`src/rtl/chip8_pkg.sv`:
```
//------------------------------------------------------------------------------
// +--------------------------------------------------------------------------+
// | Module      : chip8_pkg                                                  |
// | Description : Shared types, constants and next-PC helper for the CHIP-8  |
// |               instruction fetch/execute path.                            |
// | Options     : CHIP8_FETCH_ALIGN_CHECK_EN adds the FAULT fetch state.     |
// | Revision    : 1.0  initial release                                       |
// +--------------------------------------------------------------------------+
//------------------------------------------------------------------------------
`default_nettype none

package chip8_pkg;

    localparam int MEM_SIZE = 4096;

    typedef logic [11:0] addr_t;
    typedef logic [15:0] opcode_t;

    localparam addr_t PC_RESET_DEFAULT = 12'h200;

    typedef enum logic [2:0] {
        WAIT_ROM = 3'd0,
        REQ_HI   = 3'd1,
        REQ_LO   = 3'd2,
        CAPTURE  = 3'd3,
        HOLD     = 3'd4
`ifdef CHIP8_FETCH_ALIGN_CHECK_EN
        ,
        FAULT    = 3'd5
`endif
    } fetch_state_t;

    // Next program counter after an accepted opcode. A load beats a skip;
    // all arithmetic is 12-bit so it wraps modulo the 4 KiB address space.
    function automatic addr_t next_pc(
        input addr_t pc,
        input logic  load,
        input addr_t load_addr,
        input logic  skip
    );
        addr_t w_result;
        if (load) begin
            w_result = load_addr;
        end else if (skip) begin
            w_result = pc + 12'd4;
        end else begin
            w_result = pc + 12'd2;
        end
        return w_result;
    endfunction

endpackage : chip8_pkg

`default_nettype wire

```
`src/rtl/chip8_fetch.sv`:
```
//------------------------------------------------------------------------------
// +--------------------------------------------------------------------------+
// | Module      : chip8_fetch                                                |
// | Description : CHIP-8 instruction fetch. Waits for the ROM image, reads   |
// |               big-endian 2-byte opcodes from byte memory at the PC and   |
// |               offers them over valid/ready. Owns the PC and applies      |
// |               load/skip redirects from execute at handshake time.        |
// | Ports       : clk_in/rst_in        clock, synchronous active-high reset  |
// |               rom_ready            memory image loaded                   |
// |               mem_rd_en/mem_addr   byte read request                     |
// |               mem_rd_data          read data, 1 cycle after request      |
// |               opcode/opcode_pc     presented opcode and its address      |
// |               opcode_valid/ready   handshake to decode/execute           |
// |               pc_load/_addr/skip   redirect, sampled at handshake only   |
// |               fetch_fault          odd-PC fault (option only)            |
// | Options     : CHIP8_FETCH_ALIGN_CHECK_EN enables the alignment check,    |
// |               the FAULT state and the fetch_fault port.                  |
// | Revision    : 1.0  initial release                                       |
// +--------------------------------------------------------------------------+
//------------------------------------------------------------------------------
`default_nettype none

module chip8_fetch
    import chip8_pkg::*;
#(
    // PC arithmetic uses the package addr_t, so ADDR_W is expected to stay 12.
    parameter int    ADDR_W   = $clog2(MEM_SIZE),
    parameter addr_t PC_RESET = PC_RESET_DEFAULT
) (
    input  logic              clk_in,
    input  logic              rst_in,
    input  logic              rom_ready,
    output logic              mem_rd_en,
    output logic [ADDR_W-1:0] mem_addr,
    input  logic [7:0]        mem_rd_data,
    output logic [15:0]       opcode,
    output logic [ADDR_W-1:0] opcode_pc,
    output logic              opcode_valid,
    input  logic              opcode_ready,
    input  logic              pc_load,
    input  logic [ADDR_W-1:0] pc_load_addr,
    input  logic              pc_skip
`ifdef CHIP8_FETCH_ALIGN_CHECK_EN
    ,
    output logic              fetch_fault
`endif
);

    fetch_state_t r_state;
    addr_t        r_pc;
    opcode_t      r_opcode;
    addr_t        r_opcode_pc;
    logic         r_opcode_valid;
    logic         r_mem_rd_en;
    addr_t        r_mem_addr;
    addr_t        w_next_pc;

`ifdef CHIP8_FETCH_ALIGN_CHECK_EN
    logic         r_fault;
    assign fetch_fault = r_fault;
`endif

    // Only meaningful in HOLD with opcode_ready high; elsewhere it is unused,
    // which is what makes redirects outside a handshake have no effect.
    assign w_next_pc = next_pc(r_pc, pc_load, pc_load_addr, pc_skip);

    assign mem_rd_en    = r_mem_rd_en;
    assign mem_addr     = r_mem_addr;
    assign opcode       = r_opcode;
    assign opcode_pc    = r_opcode_pc;
    assign opcode_valid = r_opcode_valid;

    // Memory request outputs are registered, so they are set up on the edge
    // that enters REQ_HI / REQ_LO and dropped on the edge that enters CAPTURE.
    // Read data for a request arrives in the following state.
    always_ff @(posedge clk_in) begin
        if (rst_in) begin
            r_state        <= WAIT_ROM;
            r_pc           <= PC_RESET;
            r_opcode       <= '0;
            r_opcode_pc    <= '0;
            r_opcode_valid <= 1'b0;
            r_mem_rd_en    <= 1'b0;
            r_mem_addr     <= '0;
`ifdef CHIP8_FETCH_ALIGN_CHECK_EN
            r_fault        <= 1'b0;
`endif
        end else begin
            case (r_state)
                WAIT_ROM: begin
                    if (rom_ready) begin
`ifdef CHIP8_FETCH_ALIGN_CHECK_EN
                        if (r_pc[0]) begin
                            r_state <= FAULT;
                            r_fault <= 1'b1;
                        end else
`endif
                        begin
                            r_state     <= REQ_HI;
                            r_mem_rd_en <= 1'b1;
                            r_mem_addr  <= r_pc;
                        end
                    end
                end

                REQ_HI: begin
                    r_mem_addr <= r_pc + 12'd1;
                    r_state    <= REQ_LO;
                end

                REQ_LO: begin
                    r_mem_rd_en     <= 1'b0;
                    r_opcode[15:8]  <= mem_rd_data;
                    r_state         <= CAPTURE;
                end

                CAPTURE: begin
                    r_opcode[7:0]  <= mem_rd_data;
                    r_opcode_pc    <= r_pc;
                    r_opcode_valid <= 1'b1;
                    r_state        <= HOLD;
                end

                HOLD: begin
                    // opcode_valid is always high here, so ready alone
                    // completes the handshake.
                    if (opcode_ready) begin
                        r_opcode_valid <= 1'b0;
                        r_pc           <= w_next_pc;
`ifdef CHIP8_FETCH_ALIGN_CHECK_EN
                        if (w_next_pc[0]) begin
                            r_state <= FAULT;
                            r_fault <= 1'b1;
                        end else
`endif
                        begin
                            r_state     <= REQ_HI;
                            r_mem_rd_en <= 1'b1;
                            r_mem_addr  <= w_next_pc;
                        end
                    end
                end

`ifdef CHIP8_FETCH_ALIGN_CHECK_EN
                FAULT: begin
                    // Terminal until reset; outputs already quiet.
                    r_state <= FAULT;
                end
`endif

                default: begin
                    r_state <= WAIT_ROM;
                end
            endcase
        end
    end

endmodule : chip8_fetch

`default_nettype wire
```
`config.mk`:
```
export PLATFORM = sky130hd
export DESIGN_NAME = chip8_fetch
export DESIGN_NICKNAME = d
export VERILOG_FILES = /design/src/rtl/chip8_pkg.sv /design/src/rtl/chip8_fetch.sv
export SDC_FILE = /design/constraint.sdc
export NUM_CORES = 1
export LEC_CHECK = 0
export CAP_MARGIN = 40
export CORE_MARGIN = 2
export CORE_UTILIZATION = 57
export DETAILED_ROUTE_END_ITERATION = 7
export DONT_BUFFER_PORTS = 1
export PLACE_DENSITY_LB_ADDON = 0.3
export SYNTH_ARGS = -nofsm -noshare
export SYNTH_HDL_FRONTEND = slang
export SYNTH_SLANG_ARGS = --single-unit
export TNS_END_PERCENT = 1
```
`constraint.sdc`:
```
create_clock -name clk_in -period 3.7 [get_ports clk_in]
set_input_delay 0.74 -clock clk_in [delete_from_list [all_inputs] [get_ports clk_in]]
set_output_delay 0.74 -clock clk_in [all_outputs]
set_load 0.01 [all_outputs]
```
Word level (Yosys, flattened, before mapping)
Index checks and enable logic that the tools add are counted.

Bits in registers: 57. Latch bits: 0. RAM bits: 0. ROM bits: 0. Output and inout port bits: 42. Memories: 0.

$add $sub $neg: 3. Multipliers: 0. Div/mod/pow operators: 0. $lt $le $gt $ge: 0. Equality and inequality tests: 6. Shifts and indexed selects: 0. Muxes and demuxes: 13. Bitwise logic cells: 0. Reduce and logical (&&, ||, !) cells: 9.

Operator list (count): $mux W12 (4); $pmux W12 S3 (1); $pmux W3 S5 (1); $add A12 B1 Y12 const B (1); $add A12 B2 Y12 const B (1); $add A12 B3 Y12 const B (1); $eq A3 B2 Y1 const B (2); $mux W3 (2); $reduce_and A2 Y1 (3); $reduce_and A3 Y1 (2); $reduce_bool A3 Y1 (2); $ne A2 B2 Y1 const B (2); $eq A3 B1 Y1 const B (1); $eq A3 B3 Y1 const B (1); $logic_not A3 Y1 (1); $mux W1 (3); $pmux W1 S3 (1); $pmux W1 S2 (1); $reduce_bool A2 Y1 (1).

Longest topological paths before layout
Gate-level depths: netlist of the first run.

Depth in word-level cells: 5. Mapped depth: 7.

Worst setup path before layout of the first run
No wires, ideal clock.

Path kind: flip-flop to flip-flop. Start point: register r_state[2]. End point: register r_mem_addr[11], in the netlist mem_addr[11]. Setup time: 0.091 ns. Data arrival time: 1.875 ns. Required time: 3.609 ns. Slack: 1.734 ns. Stages on the path, launching flop included: 8. Buffers on the path: 2. Path through: dfxtp_1 buf_6 or3b_1 or2_1 buf_2 nor3_1 mux2_2 a311oi_1.

Cells in the longest elaborated chain, start to end: 3.

RTL lines: from (decl) (RTL line chip8_fetch.sv:49) `fetch_state_t r_state;`; from (signal assigned) (RTL line chip8_fetch.sv:78) `r_state <= WAIT_ROM;`; from (signal assigned) (RTL line chip8_fetch.sv:99) `r_state <= REQ_HI;`; from (signal assigned) (RTL line chip8_fetch.sv:108) `r_state <= REQ_LO;`; $eq A3 B3 Y1 (tied with other cells) (RTL line chip8_fetch.sv:89) `case (r_state)`; $ne A2 B2 Y1 (no source line) / $reduce_bool A3 Y1 (equally long branches); $reduce_and A3 Y1 (no source line); to (signal assigned) (RTL line chip8_fetch.sv:101) `r_mem_addr <= r_pc;`; to (signal assigned) (RTL line chip8_fetch.sv:107) `r_mem_addr <= r_pc + 12'd1;`; to (signal assigned) (RTL line chip8_fetch.sv:139) `r_mem_addr <= w_next_pc;`; to (decl) (RTL line chip8_fetch.sv:55) `addr_t r_mem_addr;`.

Parallel ways exist; a longest one is shown, timed or not. A chain may end at the register's enable or synchronous reset.

Worst setup path after layout of the first run
Start point: register r_state[0]. End point: register r_mem_addr[11], in the netlist mem_addr[11].

Same word-level chain as after synthesis.

==> results of run 1 <==
[routing by layer]
layer | track usage, % | wire length [um] | vias up
li1 | - | - | 1269
met1 | 31.6 | 2980 | 1205
met2 | 43.0 | 3370 | 116
met3 | 7.36 | 608 | 17
met4 | 12.1 | 152 | 0
met5 | 0 | 0 | -
[layout make-up]
type / count / area share, %
clock inverters: 5 / 3.31
repair buffers: 3 / 0.727
multi-input cells: 275 / 51.1
flip-flops and latches: 57 / 36.8
clock buffers: 11 / 4.57
well taps: 67 / 2.71
inverters: 6 / 0.727
[kinds of logic (layout without fill, tap and decap cells)]
group	Yosys count	count (layout)	synth area share, %
AOI/OAI and AO/OA	94	94	20.7
and+or+nand+nor	153	153	24.0
adders and majority gates	5	5	2.17
xor gates and xnor gates	7	7	2.13
DFF	57	57	39.7
muxes	16	16	5.74
buffers and inverters	40	25	5.65
[report_power, final]
group          leakage (nW)  switching [W]  internal [W]
combinational         0.464      0.0000663     0.0000523
sequential            0.463      0.0000443      0.000643
clock                 0.120       0.000253      0.000465
total                  1.05       0.000364       0.00116
[state kept, by name, indices dropped and copies added (netlist names)]
name / flops
mem_rd_en: 1
opcode_pc: 12
opcode_valid: 1
r_pc: 12
opcode: 16
mem_addr: 12
r_state: 3
[synthesized netlist by cell type, types with 3 or more instances]
library cell / number / area, um^2
a211oi_1: 5 / 37.5
a21oi_1: 38 / 190
a311oi_1: 3 / 26.3
a31oi_1: 5 / 31.3
clkbuf_1: 29 / 109
dfxtp_1: 57 / 1140
ha_1: 5 / 62.6
inv_1: 6 / 22.5
mux2_2: 4 / 45.0
mux2i_1: 12 / 120
nand2_1: 72 / 270
nand2b_1: 6 / 37.5
nand3_1: 7 / 35.0
nand3b_1: 4 / 30.0
nand4_1: 5 / 31.3
nor2_1: 34 / 128
nor3_1: 11 / 55.1
nor3b_1: 3 / 22.5
o211ai_1: 9 / 67.6
o21ai_0: 14 / 70.1
o311ai_0: 3 / 26.3
o31ai_1: 3 / 22.5
xnor2_1: 3 / 26.3
xor2_1: 4 / 35.0
[worst paths after layout]
| path | start | endpoint | cells after the start |
|---|---|---|---|
| max | r_state[0] | mem_addr[11] | 5 |
| min | rst_in | r_pc[8] | 1 |
| min reg2reg | opcode_pc[6] | opcode_pc[6] | 2 |
| max reg2reg | r_state[0] | mem_addr[11] | 5 |
[stage by stage]
step                instance area (um^2)  power, W  setup WS, ns  instances  utilization, %
floorplan                           2880  0.000801          1.73        372               -
CTS                                 3100   0.00153          1.37        424            64.7
detailed placement                  2850  0.000818          1.40        408            59.6
global placement                    2850  0.000815          1.48        408            59.6
global route                        3100   0.00157          1.14        424            64.7
finish                              3100   0.00152          1.34        424            64.7
==> run metrics, run 1 <==
outcome=complete, no violations; initial antenna violation count=0; layout cell share with drive strength beyond 1=7.00%; peak supply drop=306 uV; core area=4790 um^2; fraction of the cycle the final worst path needs=between 60% and 70%; synth unique cells=slightly below 50; Slew @ Worst Pin=between 0.9 and 1 ns; critical path capture point type=flip-flop; Setup TNS Final=0 ns; Async S/R FF share, synth=0%; Pins Over Slew Limit=0; DRT Pass-1 Iters=4; post-synthesis sequential area ratio=between 30% and 40%; Cell Area, Synth=2880 um^2; Port-buffer cells=0; Hold Buf Count CTS=0; Pwr Density=a little under 500 nW/um^2; final setup violation count=0; P_leak=1.05 nW; Final GP Congestion=0.857; CP bufs+invs=0; skew final=0.00560 ns; # diodes=0; Final nets=roughly 380; GR Util All Layers=26.1%; Ports=68; Final ANT Viol Nets=0; ys flop type=dfxtp_1; Post-CTS Setup Inserts=0; commonest non-fill, non-tap cell in the layout=nand2_1; first-pass GRT wire length=11,100 um; Post-Route WL=slightly above 7000 um; DP Wirelength=4720 um; CP required=3.95 ns; fillers=430; syn_nets=between 400 and 500; Die ar.=5630 um^2; WS Path Type=flip-flop to flip-flop; worst-skew pair later-pin latency=0.34 ns; Reg clk slew, reported paths=approximately 0.06 ns; Cell Rows=25; pin count of the biggest net entering global routing=55; starting density of the core=60.1%; reg-to-reg slack, setup=1.34 ns; fmax=423 MHz; CTS root buffer=clkbuf_8; total grt overflow=0; Final Hold Viols=0; Die H=75.0 um; Num CTS Buffers=9; unrepaired setup endpoints after global routing=no; flops & latches, synth=57; vias=2,607; Crit-path slowest cell=dfxtp_1; max_slew headroom=39.4%; Synth Area per Inst=~7.7 um^2; crit path launch type=flip-flop; CTS sink count=57; Critical Path AT=about 2.6 ns; Iter 0 DRT Violations=219; vias in the first global route=2,302; minimum clock period=2.36 ns; Longest Clk Path Bufs=2; drt drc=0; crit path cell chain=or3b_1 > or2_1 > nor3_1 > mux2_2 > a311oi_1; footprint of the multi-input gates=1580 um^2; commonest cells after routing, fill and taps aside=nand2_1, dfxtp_1, a21oi_1, nor2_1, o21ai_0; Ys Warns=0; # Max-Cap Violations=0; Die X-Extent=75.0 um; hold slack=around 0.47 ns; post_cts resized=0; routed wire length per instance=16.8 um; Reg area=~1100 um^2; Tightest Hold Check Type=primary input to flip-flop; critical path fanouts, max=16; Slowest Stage Delay on Critical Path=0.63 ns; Via-to-Cell Ratio=6.15; Area growth syn-to-layout=7.66%; CTS tree=done; Post-synth EDFFs=0; synthesized instance count=372; Top delay family on crit path=simple AND/OR/NAND/NOR gates; H-tree levels=3
(Power assumes the default switching activity.)
==> inputs of run 2 (changes only) <==
clock period = 2.07 ns   (was 3.7 ns; I/O delays follow)
==> run 2 against run 1 <==
Net effect: die area stayed put; sequential share of layout area is 1.4 points lower; cell count is 5.0% higher; critical path depth stayed put.
==> run metrics, run 2 (synthesis gave the netlist of run 1 again) <==
fraction of the cycle the final worst path needs=94.4%; Final GP Congestion=0.906; WS Path Type=flip-flop to flip-flop; starting density of the core=between 60% and 70%; unrepaired setup endpoints after global routing=yes; Final Util=between 60% and 70%; drt drc=0; Iter 0 DRT Violations=around 200; P_leak=1.14 nW; met1 WL=3000 um; CP required=2.33 ns; Reg clk slew, reported paths=about 0.070 ns; post_cts resized=0; Via-to-Cell Ratio=5.97; Hold Buf Count CTS=0; Die X-Extent=roughly 75 um; Pins Over Slew Limit=0; routed wire length per instance=16.3 um; DP Wirelength=5100 um; CTS sink count=57; CP bufs+invs=0; total grt overflow=0; Final Power=0.00257 W; Setup TNS Final=0 ns; Area growth syn-to-layout=12.2%; pin count of the biggest net entering global routing=55; GR Util All Layers=27.5%; final setup violation count=0; Hold Path Cell Cnt=1; placed insts=429; H-tree levels=3; initial antenna violation count=0; Top Metal Used=met4; critical path capture point type=flip-flop; worst-skew pair later-pin latency=between 0.3 and 0.4 ns; Slew @ Worst Pin=approximately 0.50 ns; outcome=complete, no violations; Pwr Density=796 nW/um^2; final cell count without fillers=roughly 450; DRT Pass-1 Iters=4; Die H=about 75 um; Top delay family on crit path=simple AND/OR/NAND/NOR gates; worst setup slack after layout=0.116 ns; Final Hold Viols=0; Ports=68; worst reg2reg path startpoint=r_state[2]; vias=2,657; max_slew headroom=between 60 and 70%; fmax=512 MHz; layout cell share with drive strength beyond 1=12.7%; crit path cell chain=or3b_1 > or2_1 > nor3_1 > mux2_2 > a311oi_1; Final nets=404; commonest cells after routing, fill and taps aside=nand2_1, dfxtp_1, a21oi_1, nor2_1, buf_4; # diodes=0; hold worst-path end=r_pc[8]; max reg flops=16; commonest non-fill, non-tap cell in the layout=nand2_1; worst r2r dst=mem_addr[11]; Worst path depth=5; Tightest Hold Check Type=primary input to flip-flop; critical path fanouts, max=9; Post-CTS Setup Inserts=0; metal3 WL=around 690 um; first-pass GRT wire length=roughly 11,000 um; core area=4790 um^2; Final ANT Viol Nets=0; met2 WL post-DR=3410 um; CTS tree=done; vias in the first global route=approximately 2,400; worst-case reg-to-reg path depth=5; Critical Path AT=between 2 and 2.5 ns; skew final=0.00420 ns; Worst Hold Launch=rst_in; Post-Route WL=roughly 7300 um; Slowest Stage Delay on Critical Path=between 0.3 and 0.4 ns; Num CTS Buffers=9; Longest Clk Path Bufs=2; reg-to-reg slack, setup=0.12 ns; crit path launch type=flip-flop; minimum clock period=1.95 ns; Place WS=0.131 ns; # Max-Cap Violations=0; peak supply drop=582 uV; Die ar.=5630 um^2; Crit-path slowest cell=or3b_1; Port-buffer cells=0; Cell Rows=25; CTS root buffer=clkbuf_8
[run 2: cell types whose count changed in the layout (fill, tap and decap cells not counted), sizes merged]
cell and change:
buf +21, bufinv -2, clkbuf +1, clkinvlp +1
[run 2: layer usage]
metal,up-vias,GRT usage (%)
met2,125,43.3
met4,0,13.7
met1,1212,34.7
met3,15,7.36
li1,1305,-
met5,-,0
[run 2: where the power goes]
part           internal, W  switching [W]  leakage [nW]
Clock             0.000651       0.000452         0.105
Combinational     0.000111       0.000146         0.571
Sequential         0.00115      0.0000570         0.463
[run 2: worst reg2reg max path: cells and delay by family (launching register included)]
kind             cells  cell delay [ns]
flip-flops           1             0.37
multiplexers         1             0.35
AO/OA/AOI/OAI        1             0.25
AND/OR/NAND/NOR      3             0.89
[run 2: worst max-delay path by stage]
stage          startpoint            to  slack (ns)
3_3_place_gp   r_state[2]  mem_addr[11]        0.16
4_1_cts        r_state[2]  mem_addr[11]        0.12
3_5_place_dp   r_state[2]  mem_addr[11]        0.13
2_1_floorplan  r_state[2]  mem_addr[11]        0.10
5_1_grt        r_state[2]  mem_addr[11]      -0.001
6_report       r_state[2]  mem_addr[11]        0.12
[run 2: metrics by stage]
| stage | hold slack, ns | area (um^2) |
|---|---|---|
| 4_1_cts | 0.121 | 3230 |
| 5_1_grt | 0.130 | 3230 |
| 2_1_floorplan | 0.476 | 2880 |
| 6_report | 0.138 | 3230 |
| 3_3_place_gp | 0.486 | 3010 |
| 3_5_place_dp | 0.489 | 3010 |
[run 2: cell type report]
| class | count | area, um^2 |
|---|---|---|
| inverters | 6 | 22.5 |
| multi-input cells | 275 | 1580 |
| flip-flops and latches | 57 | 1140 |
| repair buffers | 24 | 180 |
| fillers | 410 | 1560 |
| clock inverters | 4 | 50.0 |
| clock buffers | 12 | 165 |
| well taps | 67 | 83.8 |
